==> config.mk <==
export PLATFORM = sky130hd
export DESIGN_NAME = fpu_sequencer
export DESIGN_NICKNAME = d
export VERILOG_FILES = /design/src/rtl/fpu_sequencer.sv
export SDC_FILE = /design/constraint.sdc
export NUM_CORES = 1
export LEC_CHECK = 0
export CORE_MARGIN = 3
export CORE_UTILIZATION = 40
export CTS_CLUSTER_DIAMETER = 60
export DETAILED_ROUTE_END_ITERATION = 7
export GPL_TIMING_DRIVEN = 1
export PLACE_DENSITY_LB_ADDON = 0.3
export SKIP_CTS_REPAIR_TIMING = 1
export SYNTH_ARGS = -nofsm -noshare
export SYNTH_HDL_FRONTEND = slang
export SYNTH_SLANG_ARGS = --single-unit
==> constraint.sdc <==
create_clock -name i_clk -period 2.5 [get_ports i_clk]
set_clock_uncertainty 0.1 [all_clocks]
set_input_delay 0.75 -clock i_clk [delete_from_list [all_inputs] [get_ports i_clk]]
set_output_delay 0.75 -clock i_clk [all_outputs]
set_load 0.01 [all_outputs]
==> src/rtl/fpu_sequencer.sv <==
// fpu_sequencer: runs one floating-point operation on the shared FPU per user command.
// It captures operands, fires a one-cycle launch strobe and waits for completion under a
// timeout guard. It then latches the result and exception flags for the display path.
// Every output is a register, so there is no combinational input-to-output path.
// i_reset is asynchronous and active-low.
module fpu_sequencer #(
  parameter int unsigned TIMEOUT_CYCLES = 1024,
  parameter logic [31:0] NAN_VALUE      = 32'h7FC00000
) (
  input  logic        i_clk,
  input  logic        i_reset,
  input  logic        i_operands_ready,
  input  logic [31:0] i_data_a,
  input  logic [31:0] i_data_b,
  input  logic [1:0]  i_opsel,
  input  logic        i_start,
  input  logic        i_clear,
  output logic        o_alu_start,
  output logic [1:0]  o_alu_op,
  output logic [31:0] o_alu_a,
  output logic [31:0] o_alu_b,
  input  logic        i_alu_done,
  input  logic [31:0] i_alu_result,
  input  logic [4:0]  i_alu_flags,
  output logic [31:0] o_data_r,
  output logic [4:0]  o_flags,
  output logic        o_result_valid,
  output logic        o_busy,
  output logic        o_timeout
);

  localparam int unsigned      CNT_W         = $clog2(TIMEOUT_CYCLES + 1);
  localparam logic [CNT_W-1:0] CNT_LAST      = CNT_W'(TIMEOUT_CYCLES - 1);
  localparam logic [CNT_W-1:0] CNT_MAX       = '1;
  localparam logic [CNT_W-1:0] CNT_ONE       = CNT_W'(1);
  localparam logic [4:0]       TIMEOUT_FLAGS = 5'b10000;

  typedef enum logic [1:0] {
    StIdle,
    StIssue,
    StWait,
    StDone
  } state_e;

  state_e             r_state, w_state_d;
  logic [CNT_W-1:0]   r_cnt, w_cnt_d;
  logic [31:0]        r_alu_a, w_alu_a_d;
  logic [31:0]        r_alu_b, w_alu_b_d;
  logic [1:0]         r_alu_op, w_alu_op_d;
  logic               r_alu_start, w_alu_start_d;
  logic [31:0]        r_data_r, w_data_r_d;
  logic [4:0]         r_flags, w_flags_d;
  logic               r_result_valid, w_result_valid_d;
  logic               r_busy, w_busy_d;
  logic               r_timeout, w_timeout_d;
  logic               w_capture;

  assign w_capture = i_start && i_operands_ready;

  // State register.
  always_ff @(posedge i_clk or negedge i_reset) begin
    if (!i_reset) begin
      r_state <= StIdle;
    end else begin
      r_state <= w_state_d;
    end
  end

  // Next-state logic and the next values of every output register.
  always_comb begin
    w_state_d        = r_state;
    w_cnt_d          = r_cnt;
    w_alu_a_d        = r_alu_a;
    w_alu_b_d        = r_alu_b;
    w_alu_op_d       = r_alu_op;
    w_data_r_d       = r_data_r;
    w_flags_d        = r_flags;
    w_result_valid_d = r_result_valid;
    w_timeout_d      = r_timeout;

    if (i_clear) begin
      // Clear beats any coincident start. Captured operands are kept.
      w_state_d        = StIdle;
      w_data_r_d       = '0;
      w_flags_d        = '0;
      w_result_valid_d = 1'b0;
      w_timeout_d      = 1'b0;
    end else begin
      unique case (r_state)
        StIdle, StDone: begin
          if (w_capture) begin
            w_alu_a_d        = i_data_a;
            w_alu_b_d        = i_data_b;
            w_alu_op_d       = i_opsel;
            w_flags_d        = '0;
            w_result_valid_d = 1'b0;
            w_timeout_d      = 1'b0;
            w_state_d        = StIssue;
          end
        end
        StIssue: begin
          w_cnt_d   = '0;
          w_state_d = StWait;
        end
        StWait: begin
          if (r_cnt != CNT_MAX) begin
            w_cnt_d = r_cnt + CNT_ONE;
          end
          // A done on the terminal-count cycle takes priority over the timeout.
          if (i_alu_done) begin
            w_data_r_d       = i_alu_result;
            w_flags_d        = i_alu_flags;
            w_result_valid_d = 1'b1;
            w_state_d        = StDone;
          end else if (r_cnt == CNT_LAST) begin
            w_data_r_d       = NAN_VALUE;
            w_flags_d        = TIMEOUT_FLAGS;
            w_timeout_d      = 1'b1;
            w_result_valid_d = 1'b1;
            w_state_d        = StDone;
          end
        end
        default: begin
          w_state_d = StIdle;
        end
      endcase
    end

    // The launch strobe and busy are registered from the next state, so they line up with it.
    w_alu_start_d = (w_state_d == StIssue);
    w_busy_d      = (w_state_d == StIssue) || (w_state_d == StWait);
  end

  // Datapath and output registers.
  always_ff @(posedge i_clk or negedge i_reset) begin
    if (!i_reset) begin
      r_cnt          <= '0;
      r_alu_a        <= '0;
      r_alu_b        <= '0;
      r_alu_op       <= '0;
      r_alu_start    <= 1'b0;
      r_data_r       <= '0;
      r_flags        <= '0;
      r_result_valid <= 1'b0;
      r_busy         <= 1'b0;
      r_timeout      <= 1'b0;
    end else begin
      r_cnt          <= w_cnt_d;
      r_alu_a        <= w_alu_a_d;
      r_alu_b        <= w_alu_b_d;
      r_alu_op       <= w_alu_op_d;
      r_alu_start    <= w_alu_start_d;
      r_data_r       <= w_data_r_d;
      r_flags        <= w_flags_d;
      r_result_valid <= w_result_valid_d;
      r_busy         <= w_busy_d;
      r_timeout      <= w_timeout_d;
    end
  end

  assign o_alu_start    = r_alu_start;
  assign o_alu_op       = r_alu_op;
  assign o_alu_a        = r_alu_a;
  assign o_alu_b        = r_alu_b;
  assign o_data_r       = r_data_r;
  assign o_flags        = r_flags;
  assign o_result_valid = r_result_valid;
  assign o_busy         = r_busy;
  assign o_timeout      = r_timeout;

endmodule
==> flow_results.xml, run 1 <==
<?xml version="1.0" encoding="UTF-8"?>
<metrics>
  <group name="outcome">
    <metric name="status" unit="">finished, final reports clean</metric>
  </group>
  <group name="clock_network">
    <metric name="cts_tree" unit="">done</metric>
    <metric name="clkSlewWorstSetupHoldPaths" unit="ps">50</metric>
    <metric name="cts.htree.levels" unit="">4</metric>
    <metric name="cts.sinks" unit="">120</metric>
    <metric name="clk_root_buffer_cell" unit="">clkbuf_16</metric>
    <metric name="cts_buffers" unit="">17</metric>
    <metric name="insertion_delay" unit="ps">400</metric>
    <metric name="ctsLongestPathBuffers" unit="">2</metric>
  </group>
  <group name="synth">
    <metric name="synth.largest_area_cell" unit="">dfrtp_1</metric>
    <metric name="synth_top_flop_cell" unit="">dfrtp_1</metric>
    <metric name="ys_top_cells_by_area" unit="">dfrtp_1 61%, mux2_1 9.1%, mux2_2 5.9%, a21oi_1 3.9%, nand2_1 2.7%</metric>
    <metric name="avgSynthCellArea" unit="µm²">12.5</metric>
    <metric name="synthesis.instances" unit="">396</metric>
    <metric name="synth_cell_type_count" unit="">47</metric>
    <metric name="synth.cell_area" unit="µm²">4950</metric>
    <metric name="post_synth_top_area_share" unit="">0.607</metric>
    <metric name="synth-async-reset-ratio" unit="">1.00</metric>
    <metric name="synth-edff-count" unit="">0</metric>
    <metric name="number_of_flip_flops_and_latches_in_the_synthesized_netlist" unit="">120</metric>
    <metric name="synth_most_common_cell" unit="">dfrtp_1</metric>
    <metric name="sequential_area_share_after_synthesis" unit="">0.607</metric>
    <metric name="ys_warn_count" unit="">0</metric>
    <metric name="postSynthNetCount" unit="">508</metric>
    <metric name="synth_commonest_cells" unit="">120 x dfrtp_1, 40 x mux2_1, 39 x a21oi_1</metric>
  </group>
  <group name="detailed_routing">
    <metric name="via_to_cell_ratio" unit="">5.02</metric>
    <metric name="vias" unit="">4031</metric>
    <metric name="remaining_drc_errors" unit="">0</metric>
    <metric name="drt.antenna.violating_nets" unit="">0</metric>
    <metric name="drt_pre_antenna_iters" unit="">5</metric>
    <metric name="route.final.wire_length" unit="mm">13.9</metric>
    <metric name="dr.first_iter.drc_count" unit="">263</metric>
    <metric name="route.detailed.wl_per_inst" unit="µm">17.3</metric>
  </group>
  <group name="sta">
    <metric name="holdWs" unit="ps">225</metric>
    <metric name="finalCritPeriodShare" unit="">0.885</metric>
    <metric name="rsz0062_at_grt" unit="">false</metric>
    <metric name="timing.final.setup_violations" unit="">0</metric>
    <metric name="finalMaxSlewViolations" unit="">0</metric>
    <metric name="setup_total_neg_slack" unit="ps">0</metric>
    <metric name="finalHoldViolCount" unit="">0</metric>
    <metric name="tightestPinTransition" unit="ps">605</metric>
    <metric name="max_freq" unit="MHz">452</metric>
    <metric name="period_minus_slack" unit="ps">2210</metric>
    <metric name="slew_headroom" unit="">0.594</metric>
  </group>
  <group name="power_and_ir_drop">
    <metric name="power.share.switching" unit="">0.284</metric>
    <metric name="netSwitchingPower" unit="W">0.00248</metric>
    <metric name="power.leakage" unit="nW">3.37</metric>
    <metric name="internal_power" unit="W">0.00626</metric>
    <metric name="power.density" unit="nW/µm²">1100</metric>
    <metric name="seq_power_share" unit="">0.340</metric>
    <metric name="clock_power_share" unit="">0.299</metric>
    <metric name="combPwrFrac" unit="">0.361</metric>
    <metric name="peakVddDrop" unit="V">0.000638</metric>
  </group>
  <group name="worst_setup_path">
    <metric name="worst_setup_path_end_kind" unit="">output pin</metric>
    <metric name="critical_path.n_buffers_inverters" unit="">1</metric>
    <metric name="critPathArrivalTime" unit="ps">1360</metric>
    <metric name="maximum_net_fanout_on_the_critical_path" unit="">2</metric>
    <metric name="crit_type" unit="">reg2out</metric>
    <metric name="max_stage_delay" unit="ps">600</metric>
    <metric name="critPathSlowestCell" unit="">clkdlybuf4s50_1</metric>
    <metric name="critPathTopFamily" unit="">buffers and inverters</metric>
    <metric name="critPathRequiredTime" unit="ps">1650</metric>
    <metric name="startpoint_type" unit="">flip-flop</metric>
    <metric name="path_cells" unit="">clkdlybuf4s50_1</metric>
  </group>
  <group name="floorplanning">
    <metric name="die_x" unit="µm">117</metric>
    <metric name="die_h" unit="µm">117</metric>
    <metric name="core-area" unit="µm²">12100</metric>
    <metric name="num_io_pins" unit="">216</metric>
    <metric name="floorplan.die_area" unit="µm²">13700</metric>
    <metric name="placementRows" unit="">40</metric>
    <metric name="start_util" unit="">0.410</metric>
  </group>
  <group name="placed_design">
    <metric name="final_weighted_congestion_in_routability_driven_placement" unit="">0.804</metric>
    <metric name="placement.io_buffers" unit="">215</metric>
    <metric name="post-dp-hpwl" unit="mm">10.1</metric>
  </group>
  <group name="grt">
    <metric name="number_of_antenna_violations_at_the_first_check_in_global_routing" unit="">0</metric>
    <metric name="grt_first_pass_wirelength" unit="mm">21.1</metric>
    <metric name="grt_util_all_layers" unit="">0.200</metric>
    <metric name="vias_in_the_first_global_route" unit="">4097</metric>
    <metric name="grt_max_degree" unit="">67</metric>
    <metric name="overflow" unit="">0</metric>
  </group>
  <group name="run">
    <metric name="maxCapViolCount" unit="">0</metric>
  </group>
  <group name="final_layout">
    <metric name="layout_cells_sized_above_1" unit="">0.131</metric>
    <metric name="n_antenna_cell" unit="">0</metric>
    <metric name="finish.net_count" unit="">734</metric>
    <metric name="flow.area_growth_from_synthesis" unit="%">61.1</metric>
  </group>
  <group name="min_path">
    <metric name="hold_class" unit="">in2async</metric>
  </group>
</metrics>
==> power by group through the flow <==
stage	clock (W)	combinational, W	sequential, W
after floorplan	0	0.00103	0.00329
after global placement	0	0.00311	0.00297
after detailed placement	0	0.00318	0.00301
after CTS	0.00266	0.00320	0.00298
after global routing	0.00276	0.00341	0.00307
final	0.00261	0.00316	0.00297
==> path summary, 6_finish.rpt <==
kind                                          start                      end  slack, ps  cells past startpoint
setup / recovery           o_data_r[27]$_DFFE_PN0P_             o_data_r[27]        290                      1
hold / removal                              i_reset   o_alu_b[4]$_DFFE_PN0P_        220                      1
setup reg to reg               r_state[0]$_DFF_PN0_   o_flags[3]$_DFFE_PN0P_        300                      5
hold reg to reg             o_alu_op[0]$_DFFE_PN0P_  o_alu_op[0]$_DFFE_PN0P_        390                      1
max in group asynchronous                   i_reset   o_alu_a[3]$_DFFE_PN0P_       1390                      2
min in group i_clk          o_alu_op[0]$_DFFE_PN0P_  o_alu_op[0]$_DFFE_PN0P_        390                      1
==> metal layers <==
| metal | vias to the layer above | wire [µm] | GRT usage | share of wire |
|---|---|---|---|---|
| li1 | 1863 | - | - | - |
| met1 | 1969 | 5270 | 0.232 | 0.38 |
| met2 | 177 | 7020 | 0.345 | 0.51 |
| met3 | 22 | 1280 | 0.0596 | 0.093 |
| met4 | 0 | 299 | 0.0803 | 0.022 |
| met5 | - | 0 | 0 | 0 |
==> sequential cells by signal, summed over array words and instances, names as in the netlist <==
| register | cells |
|---|---|
| o_alu_b | 32 |
| r_state | 2 |
| o_alu_start | 1 |
| o_timeout | 1 |
| o_result_valid | 1 |
| o_alu_op | 2 |
| o_flags | 5 |
| r_cnt | 11 |
| o_busy | 1 |
| o_alu_a | 32 |
| o_data_r | 32 |
==> cell type report <==
type	instances	area, µm²
Fill cell	922	4090
Sequential cell	120	3000
Timing Repair Buffer	230	2310
Multi-Input combinational cell	248	1800
Clock buffer	24	502
Tap cell	168	210
Clock inverter	8	140
Inverter	5	18.8
==> kinds of logic after synthesis <==
| logic type | Yosys count | synth area share |
|---|---|---|
| AOI/OAI and AO/OA | 91 | 0.112 |
| DFF | 120 | 0.607 |
| adders and majority gates | 3 | 0.00758 |
| muxes | 67 | 0.152 |
| and+or+nand+nor | 87 | 0.0907 |
| buffers and inverters | 28 | 0.0306 |
==> per-stage QoR <==
step                power, W  instances  instance area (µm²)  setup WS [ps]   util
global placement     0.00608        771                 7330            108  0.608
finish               0.00874        803                 7980            289  0.661
CTS                  0.00884        803                 7980            255  0.661
detailed placement   0.00619        771                 7330           62.1  0.608
global route         0.00924        803                 7980            130  0.661
floorplan            0.00432        396                 4950            642      -
==> layout by cell type, fill, tap and decap left out, drive strengths merged, types with 2 or more instances in the layout <==
| master | count |
|---|---|
| clkdlybuf4s50 | 213 |
| dfrtp | 120 |
| mux2 | 66 |
| a21oi | 39 |
| nand2 | 37 |
| o21ai | 30 |
| clkbuf | 24 |
| buf | 17 |
| nor2 | 13 |
| nor3 | 11 |
| nand3 | 7 |
| inv | 5 |
| o21a | 4 |
| a22o | 4 |
| clkinv | 4 |
| bufinv | 4 |
| o31ai | 4 |
| or3 | 3 |
| ha | 3 |
| and3 | 2 |
| nand4 | 2 |
| or4 | 2 |
| nand2b | 2 |
| a31oi | 2 |
| nand4b | 2 |
| and2 | 2 |
| o211ai | 2 |
Note: power is estimated with default switching activity, not from simulation.
==> run 2: changes to the inputs <==
==> constraint.sdc (replaced) <==
create_clock -name i_clk -period 2.55 [get_ports i_clk]
set_clock_uncertainty 0.1 [all_clocks]
set_input_delay 0.765 -clock i_clk [delete_from_list [all_inputs] [get_ports i_clk]]
set_output_delay 0.765 -clock i_clk [all_outputs]
set_load 0.01 [all_outputs]
==> flow_results.xml, run 2 (same netlist as run 1, synthesis figures left out) <==
<?xml version="1.0" encoding="UTF-8"?>
<metrics>
  <group name="sta">
    <metric name="max_freq" unit="MHz">433</metric>
    <metric name="slew_headroom" unit="">0.506</metric>
    <metric name="finalCritPeriodShare" unit="">0.906</metric>
    <metric name="timing.final.setup_violations" unit="">0</metric>
    <metric name="rsz0062_at_grt" unit="">false</metric>
    <metric name="tightestPinTransition" unit="ps">737</metric>
    <metric name="period_minus_slack" unit="ps">2310</metric>
    <metric name="setup_total_neg_slack" unit="ps">0</metric>
    <metric name="holdWs" unit="ps">55.6</metric>
    <metric name="finalMaxSlewViolations" unit="">0</metric>
    <metric name="finalHoldViolCount" unit="">0</metric>
  </group>
  <group name="final_layout">
    <metric name="n_antenna_cell" unit="">0</metric>
    <metric name="multi_input_area" unit="µm²">1800</metric>
    <metric name="mostFrequentLayoutCell" unit="">clkdlybuf4s50_1</metric>
    <metric name="flow.area_growth_from_synthesis" unit="%">60.2</metric>
    <metric name="layout_cells_sized_above_1" unit="">0.128</metric>
    <metric name="finish.utilization" unit="">0.658</metric>
    <metric name="layout.area.seq" unit="µm²">3000</metric>
    <metric name="layout.cells.most_common_list" unit="">213 x clkdlybuf4s50_1, 120 x dfrtp_1, 40 x mux2_1, 39 x a21oi_1, 36 x nand2_1</metric>
    <metric name="finish.net_count" unit="">730</metric>
    <metric name="nFillCells" unit="">920</metric>
  </group>
  <group name="worst_setup_path">
    <metric name="startpoint_type" unit="">flip-flop</metric>
    <metric name="critPathSlowestCell" unit="">o31ai_2</metric>
    <metric name="path_cells" unit="">inv_1 -&gt; ha_1 -&gt; nand4_1 -&gt; o31ai_2 -&gt; o21ai_1 -&gt; a21oi_1</metric>
    <metric name="max_stage_delay" unit="ps">670</metric>
    <metric name="critPathArrivalTime" unit="ps">2540</metric>
    <metric name="maximum_net_fanout_on_the_critical_path" unit="">12</metric>
    <metric name="critPathRequiredTime" unit="ps">2780</metric>
    <metric name="critPathTopFamily" unit="">compound AO/OA/AOI/OAI gates</metric>
    <metric name="crit_type" unit="">reg2reg</metric>
    <metric name="critical_path.n_buffers_inverters" unit="">1</metric>
    <metric name="worst_setup_path_end_kind" unit="">flip-flop</metric>
  </group>
  <group name="grt">
    <metric name="grt_util_all_layers" unit="">0.200</metric>
    <metric name="number_of_antenna_violations_at_the_first_check_in_global_routing" unit="">0</metric>
    <metric name="grt_max_degree" unit="">71</metric>
    <metric name="vias_in_the_first_global_route" unit="">3982</metric>
    <metric name="overflow" unit="">0</metric>
    <metric name="grt_first_pass_wirelength" unit="mm">21.0</metric>
  </group>
  <group name="clock_network">
    <metric name="ctsLongestPathBuffers" unit="">2</metric>
    <metric name="insertion_delay" unit="ps">410</metric>
    <metric name="clkSlewWorstSetupHoldPaths" unit="ps">60</metric>
    <metric name="cts.sinks" unit="">120</metric>
    <metric name="cts.htree.levels" unit="">4</metric>
    <metric name="cts_buffers" unit="">17</metric>
    <metric name="cts_tree" unit="">done</metric>
    <metric name="clk_root_buffer_cell" unit="">clkbuf_16</metric>
  </group>
  <group name="floorplanning">
    <metric name="die_h" unit="µm">117</metric>
    <metric name="core-area" unit="µm²">12100</metric>
    <metric name="start_util" unit="">0.410</metric>
    <metric name="floorplan.die_area" unit="µm²">13700</metric>
    <metric name="die_x" unit="µm">117</metric>
    <metric name="placementRows" unit="">40</metric>
    <metric name="num_io_pins" unit="">216</metric>
  </group>
  <group name="detailed_routing">
    <metric name="drt.antenna.violating_nets" unit="">0</metric>
    <metric name="drt_pre_antenna_iters" unit="">4</metric>
    <metric name="vias" unit="">4011</metric>
    <metric name="remaining_drc_errors" unit="">0</metric>
    <metric name="route.detailed.wl_per_inst" unit="µm">17.7</metric>
    <metric name="route.final.wire_length" unit="mm">14.1</metric>
    <metric name="dr.first_iter.drc_count" unit="">240</metric>
    <metric name="via_to_cell_ratio" unit="">5.02</metric>
  </group>
  <group name="power_and_ir_drop">
    <metric name="power.density" unit="nW/µm²">1080</metric>
    <metric name="peakVddDrop" unit="V">0.000573</metric>
    <metric name="power.leakage" unit="nW">3.34</metric>
  </group>
  <group name="placed_design">
    <metric name="final_weighted_congestion_in_routability_driven_placement" unit="">0.797</metric>
    <metric name="post-dp-hpwl" unit="mm">10.3</metric>
    <metric name="placement.io_buffers" unit="">215</metric>
  </group>
  <group name="min_path">
    <metric name="hold_class" unit="">in2async</metric>
  </group>
  <group name="run">
    <metric name="maxCapViolCount" unit="">0</metric>
  </group>
  <group name="outcome">
    <metric name="status" unit="">finished, final reports clean</metric>
  </group>
</metrics>
[run 2: cell types whose count changed in the layout (fill, tap and decap cells not counted)]
cell / change
buf_4: -3
clkinv_4: +2
clkbuf_8: -2
clkbuf_1: -2
clkinvlp_4: +2
buf_12: -1
[run 2: cell type report]
type / count / share of cell area
flip-flops and latches: 120 / 0.379
repair buffers: 226 / 0.286
multi-input cells: 248 / 0.226
clock buffers: 20 / 0.0588
well taps: 168 / 0.0265
clock inverters: 12 / 0.0218
inverters: 5 / 0.00237
[run 2: metal layers]
layer  GRT usage  share of wire  up-vias
met5           0              0        -
li1            -              -     1855
met4      0.0688          0.017        0
met1       0.242           0.38     1977
met3      0.0638          0.089       24
met2       0.338           0.51      155
[run 2: path summary, 6_finish.rpt]
kind | startpoint | endpoint | slack [ps] | cells after the start
min in group i_clk | o_alu_a[0]$_DFFE_PN0P_ | o_alu_a[0]$_DFFE_PN0P_ | 390 | 1
hold reg to reg | o_alu_a[0]$_DFFE_PN0P_ | o_alu_a[0]$_DFFE_PN0P_ | 390 | 1
setup / recovery | r_state[0]$_DFF_PN0_ | r_cnt[5]$_DFFE_PN0P_ | 240 | 6
max in group asynchronous | i_reset | o_alu_b[21]$_DFFE_PN0P_ | 1730 | 2
hold / removal | i_reset | o_data_r[6]$_DFFE_PN0P_ | 60 | 1
setup reg to reg | r_state[0]$_DFF_PN0_ | r_cnt[5]$_DFFE_PN0P_ | 240 | 6
[run 2: stage by stage]
stage / setup slack (ps) / total power (W) / cell area, µm² / cells
finish: 240 / 0.00853 / 7930 / 799
global route: 71.4 / 0.00898 / 7930 / 799
CTS: 278 / 0.00863 / 7930 / 799
detailed placement: 132 / 0.00605 / 7290 / 767
global placement: 160 / 0.00593 / 7290 / 767
floorplan: 692 / 0.00424 / 4950 / 396
[run 2: where the power goes]
part | leakage (nW) | switching, W | internal [W]
logic | 1.50 | 0.00130 | 0.00178
registers | 1.53 | 0.000339 | 0.00258
clock network | 0.312 | 0.000841 | 0.00171
total | 3.34 | 0.00248 | 0.00606
==> run 3: changes to the inputs <==
--- a/config.mk
+++ b/config.mk
@@ -15,3 +15,4 @@
 export SYNTH_ARGS = -nofsm -noshare
 export SYNTH_HDL_FRONTEND = slang
 export SYNTH_SLANG_ARGS = --single-unit
+export TNS_END_PERCENT = 10
==> results of run 3 <==
No change in the layout: final DEF, timing and power equal those of run 2.
